File: config.mk
export PLATFORM = sky130hd
export DESIGN_NAME = fir_mac_mc
export DESIGN_NICKNAME = d
export VERILOG_FILES = /design/src/rtl/fir_mac_mc.sv
export SDC_FILE = /design/constraint.sdc
export NUM_CORES = 2
export LEC_CHECK = 0
export CORE_ASPECT_RATIO = 2
export CORE_MARGIN = 2
export CORE_UTILIZATION = 55
export DETAILED_ROUTE_END_ITERATION = 8
export MAX_ROUTING_LAYER = met4
export PLACE_DENSITY = 0.69
export SYNTH_ARGS = -nofsm -noshare
export SYNTH_HDL_FRONTEND = slang
export SYNTH_SLANG_ARGS = --single-unit
File: constraint.sdc
create_clock -name clk -period 9.8 [get_ports clk]
set_clock_uncertainty 0.15 [all_clocks]
set_input_delay 1.47 -clock clk [delete_from_list [all_inputs] [get_ports clk]]
set_output_delay 1.47 -clock clk [all_outputs]
set_load 0.01 [all_outputs]
File: src/rtl/fir_mac_mc.sv
// fir_mac_mc: multi-channel, time-multiplexed FIR filter with one shared MAC.
// Each channel keeps its own delay line; all channels share one run-time
// loadable coefficient bank. Ready/valid handshakes on input and output.
// Define FIR_SATURATE_EN to clamp the scaled result to the DATA_W range;
// without it the result wraps to its low DATA_W bits.
module fir_mac_mc #(
   parameter int DATA_W   = 16,
   parameter int COEF_W   = 16,
   parameter int TAPS     = 30,
   parameter int CHANNELS = 2,
   parameter int ACC_W    = DATA_W + COEF_W + $clog2(TAPS),
   parameter int CH_W     = (CHANNELS > 1) ? $clog2(CHANNELS) : 1,
   parameter int ADDR_W   = $clog2(TAPS)
) (
   input  logic                     clk,
   input  logic                     rst_n,
   input  logic                     in_valid,
   output logic                     in_ready,
   input  logic [CH_W-1:0]          in_channel,
   input  logic signed [DATA_W-1:0] data_in,
   input  logic [4:0]               right_shift,
   input  logic                     coef_we,
   input  logic [ADDR_W-1:0]        coef_addr,
   input  logic signed [COEF_W-1:0] coef_data,
   output logic                     out_valid,
   input  logic                     out_ready,
   output logic [CH_W-1:0]          out_channel,
   output logic signed [DATA_W-1:0] data_out
);

   localparam int PROD_W = DATA_W + COEF_W;
   localparam logic [CH_W:0]     CH_LIM   = (CH_W+1)'(CHANNELS);
   localparam logic [ADDR_W:0]   TAP_LIM  = (ADDR_W+1)'(TAPS);
   localparam logic [ADDR_W-1:0] LAST_TAP = ADDR_W'(TAPS-1);

   typedef enum logic [1:0] {
      IDLE  = 2'd0,
      MAC   = 2'd1,
      SCALE = 2'd2,
      OUT   = 2'd3
   } state_t;

   state_t                     state;
   logic                       drain;
   logic [ADDR_W-1:0]          tap;
   logic [CH_W-1:0]            ch_q;
   logic [4:0]                 shift_q;
   logic signed [ACC_W-1:0]    acc;
   logic signed [PROD_W-1:0]   prod_q;
   logic signed [DATA_W-1:0]   dly  [CHANNELS][TAPS];
   logic signed [COEF_W-1:0]   coef [TAPS];

   logic                       ch_ok;
   logic                       addr_ok;
   logic signed [ACC_W-1:0]    scaled;
   logic signed [DATA_W-1:0]   reduced;

   assign in_ready = (state == IDLE);
   assign ch_ok    = ({1'b0, in_channel} < CH_LIM);
   assign addr_ok  = ({1'b0, coef_addr} < TAP_LIM);

`ifdef FIR_SATURATE_EN
   localparam logic signed [ACC_W-1:0] SAT_MAX =
      {{(ACC_W-DATA_W+1){1'b0}}, {(DATA_W-1){1'b1}}};
   localparam logic signed [ACC_W-1:0] SAT_MIN =
      {{(ACC_W-DATA_W+1){1'b1}}, {(DATA_W-1){1'b0}}};
`endif

   // Scale the final accumulator and reduce it to the output width.
   always_comb begin
      scaled  = acc >>> shift_q;
`ifdef FIR_SATURATE_EN
      if (scaled > SAT_MAX) begin
         reduced = {1'b0, {(DATA_W-1){1'b1}}};
      end else if (scaled < SAT_MIN) begin
         reduced = {1'b1, {(DATA_W-1){1'b0}}};
      end else begin
         reduced = scaled[DATA_W-1:0];
      end
`else
      reduced = scaled[DATA_W-1:0];
`endif
   end

   // Coefficient bank: writes land only while idle and within range.
   always_ff @(posedge clk or negedge rst_n) begin
      if (!rst_n) begin
         for (int unsigned t = 0; t < TAPS; t++) begin
            coef[t] <= '0;
         end
      end else if (coef_we && (state == IDLE) && addr_ok) begin
         coef[coef_addr] <= coef_data;
      end
   end

   // Control FSM plus delay lines, MAC datapath and registered outputs.
   // The product is registered before accumulation, so the first SCALE
   // cycle drains the last tap's product into acc before scaling.
   always_ff @(posedge clk or negedge rst_n) begin
      if (!rst_n) begin
         state       <= IDLE;
         drain       <= 1'b0;
         tap         <= '0;
         ch_q        <= '0;
         shift_q     <= '0;
         acc         <= '0;
         prod_q      <= '0;
         out_valid   <= 1'b0;
         out_channel <= '0;
         data_out    <= '0;
         for (int unsigned c = 0; c < CHANNELS; c++) begin
            for (int unsigned t = 0; t < TAPS; t++) begin
               dly[c][t] <= '0;
            end
         end
      end else begin
         unique case (state)
            IDLE: begin
               if (in_valid && ch_ok) begin
                  for (int unsigned t = TAPS-1; t > 0; t--) begin
                     dly[in_channel][t] <= dly[in_channel][t-1];
                  end
                  dly[in_channel][0] <= data_in;
                  ch_q    <= in_channel;
                  shift_q <= right_shift;
                  acc     <= '0;
                  prod_q  <= '0;
                  tap     <= '0;
                  drain   <= 1'b0;
                  state   <= MAC;
               end
            end
            MAC: begin
               prod_q <= PROD_W'(dly[ch_q][tap]) * PROD_W'(coef[tap]);
               acc    <= acc + ACC_W'(prod_q);
               if (tap == LAST_TAP) begin
                  state <= SCALE;
               end else begin
                  tap <= tap + ADDR_W'(1);
               end
            end
            SCALE: begin
               if (!drain) begin
                  acc   <= acc + ACC_W'(prod_q);
                  drain <= 1'b1;
               end else begin
                  data_out    <= reduced;
                  out_channel <= ch_q;
                  out_valid   <= 1'b1;
                  state       <= OUT;
               end
            end
            OUT: begin
               if (out_ready) begin
                  out_valid <= 1'b0;
                  state     <= IDLE;
               end
            end
            default: state <= IDLE;
         endcase
      end
   end

endmodule

==> impl_metrics.tcl <==
set metrics [dict create \
    cts_made_buffers 148 \
    dpl.hpwl_um 128000 \
    die_area_mm2 0.152 \
    num_vias 47800 \
    viasPerCell 6.08 \
    final_cell_mix "dfrtp_1 (1535), mux2_2 (1499), mux4_2 (416)" \
    p_leak_nw 42.9 \
    hold_slack_ns 0.336 \
    drt_wl_total_um 189000 \
    relSlewSlack_pct 12.1 \
    syn_area_per_cell_um2 14.0 \
    peakVddDrop_mv 0.615 \
    synthCells 5835 \
    synth_warnings 0 \
    timing.final.crit_share_pct 93.7 \
    worst_ep_arrival_time_ns 9.61 \
    finalSetupTns_ns 0 \
    grt_overflow 0 \
    num-nets-final 6264 \
    synth-seq-cells 1541 \
    cp-end-kind "register" \
    pwr-share-seq_pct 25.1 \
    wl_per_cell_um 24.0 \
    area.growth.synth_to_final_pct 9.72 \
    min_period_ns 9.19 \
    core-area_mm2 0.148 \
    cts_max_level 4 \
    rsz0062_at_grt "false" \
    ys_types 75 \
    combPwrFrac_pct 57.1 \
    clockPowerShare_pct 17.8 \
    die_y_um 550 \
    antenna_found_initial 5 \
    first_global_vias 52900 \
    die_w_um 277 \
    io_pins 67 \
    power_density_mw_per_mm2 367 \
    grt_max_degree 181 \
    grt_pass1_wl_um 303000 \
    synth_edf_count 0 \
    rows 200 \
    setup_viol 0 \
    synth-main-ff-cell "dfrtp_1" \
    crit_path_start_kind "register" \
    drv_slew 0 \
    required_ns 10.23 \
    start_util_pct 55.3 \
    synthArstFlopShare_pct 100 \
    syn_nets 6271 \
    tightest_slew_ns 1.32 \
    min_path_type "register to register" \
    ys_seq_area_share_pct 47.1 \
    path_clk_slew_ns 0.06 \
    routabilityCongestion 0.948 \
    clock.fmax_mhz 109 \
    path_max_fanout 46 \
    power.net_switching_mw 13.9 \
    post-route-drc-count 0 \
    finalHoldViolations 0 \
    portBuffers 66 \
    drtAntennaViolNets 0 \
    crit_type "register to register" \
    clk_latency_ns 0.80 \
    grt_usage_pct 26.2 \
    clock_path_buffers 4 \
    p_int_mw 19.1 \
    status "finished clean" \
    drive_gt1_share_pct 39.8 \
    final_common_cell "dfrtp_1" \
    cap_violations 0 \
    regToRegSetupSlack_ns 0.61 \
    synth_area_mm2 0.0819 \
    cts_sinks 1541 \
    dr.pass1.iters 5 \
    cts_root_buf "clkbuf_16" \
    drt_iter0_markers 2650 \
    cts_tree "yes" \
    swShare_pct 42.1 \
]
==> synth_stat cells, drive strengths merged, types with 18 or more instances <==
library cell  instances  area share, %
a21oi               101           0.62
a211oi               24           0.22
clkbuf              269            1.2
mux2               1499             21
buf                 126           0.89
xnor2                42           0.45
nand3                22           0.13
nor3                 30           0.18
nor2b                34           0.26
nand2               243            1.1
o211ai               18           0.17
mux4                416             11
o21ai               159            1.0
mux2i                82            1.0
nand2b               52           0.40
nor2                207           0.95
fa                  263            6.4
dfrtp              1541             47
ha                  125            1.9
inv                 338            1.5
==> power by group through the flow <==
stage	sequential, mW	clock, mW	combinational [mW]
6_report	8.26	5.87	18.8
3_5_place_dp	8.40	0	18.8
2_1_floorplan	8.00	0	13.7
5_1_grt	8.41	6.25	21.0
3_3_place_gp	8.34	0	18.5
4_1_cts	8.28	6.01	18.9
==> final cells by class <==
| class | count | area, um2 |
|---|---|---|
| Clock inverter | 44 | 606 |
| Timing Repair Buffer | 238 | 2310 |
| Sequential cell | 1541 | 38600 |
| Inverter | 340 | 1280 |
| Fill cell | 11400 | 58300 |
| Multi-Input combinational cell | 3559 | 40300 |
| Clock buffer | 206 | 4310 |
| Tap cell | 1919 | 2400 |
| Antenna cell | 5 | 12.5 |
==> critical path, stage by stage, from the launching register on <==
cell and delay (ns):
dfrtp_4 0.94, buf_12 0.35, mux4_2 0.35, mux4_2 0.49
mux4_2 0.74, nor2b_1 0.29, fa_1 0.72, fa_1 0.49
fa_1 0.44, fa_1 0.53, fa_1 0.56, inv_1 0.05
fa_1 0.47, inv_1 0.04, ha_1 0.28, a2111oi_0 0.42
buf_4 0.18, o21ai_0 0.10, a221oi_1 0.39, nand2_1 0.09
o221ai_1 0.31, o311ai_0 0.21, xnor2_1 0.19, o21ai_0 0.09
==> state kept, by name, indices dropped and copies added, names as in the netlist <==
register,cells
dly,960
acc,37
out_valid,1
shift_q,5
prod_q,32
ch_q,1
state,2
data_out,16
coef,480
drain,1
out_channel,1
tap,5
==> per-stage QoR <==
step / area, um2 / power [mW] / worst slack, ns / utilization [%] / std cells
2_1_floorplan: 81900 / 21.7 / 1.66 / - / 5835
3_3_place_gp: 84900 / 26.8 / 0.652 / 57.3 / 7596
3_5_place_dp: 84900 / 27.2 / 0.586 / 57.3 / 7596
4_1_cts: 89800 / 33.2 / 0.539 / 60.6 / 7846
5_1_grt: 89800 / 35.6 / 0.107 / 60.6 / 7852
6_report: 89800 / 33.0 / 0.614 / 60.6 / 7852
==> final timing paths <==
path | start | endpoint | cells after the start
max in group asynchronous | rst_n | dly[133] | 3
worst max-delay path | tap[0] | prod_q[31] | 23
worst min register to register | prod_q[4] | prod_q[4] | 2
worst max register to register | tap[0] | prod_q[31] | 23
worst min-delay path | prod_q[4] | prod_q[4] | 2
min in group asynchronous | rst_n | dly[940] | 1
==> cells by family (layout without fill, tap and decap cells) <==
family	after synthesis	after routing	share of synthesized area [%]
AND/OR/NAND/NOR	660	660	3.63
other	0	5	0
flip-flops	1541	1541	47.1
buffers and inverters	735	828	3.69
adder cells (fa/ha/maj)	388	388	8.34
multiplexers	1997	1997	33.1
AO/OA/AOI/OAI	456	456	3.54
XOR/XNOR	58	58	0.621
==> layer usage <==
metal / share of wire (%) / wire length, um / vias to the layer above / track usage, %
met4: 4.8 / 9070 / 0 / 11.5
li1: - / - / 20900 / -
met1: 37 / 69500 / 25500 / 29.1
met2: 55 / 104000 / 935 / 47.7
met5: 0 / 0 / - / -
met3: 3.3 / 6150 / 472 / 2.85
==> repair_timing <==
action | CTS | global route
hold buffers | 0 | 0
setup buffers | 0 | 1
gates resized for setup | 0 | 1
endpoints found under the setup margin | 0 | 1
No activity file was read; power rests on OpenSTA's default activity.
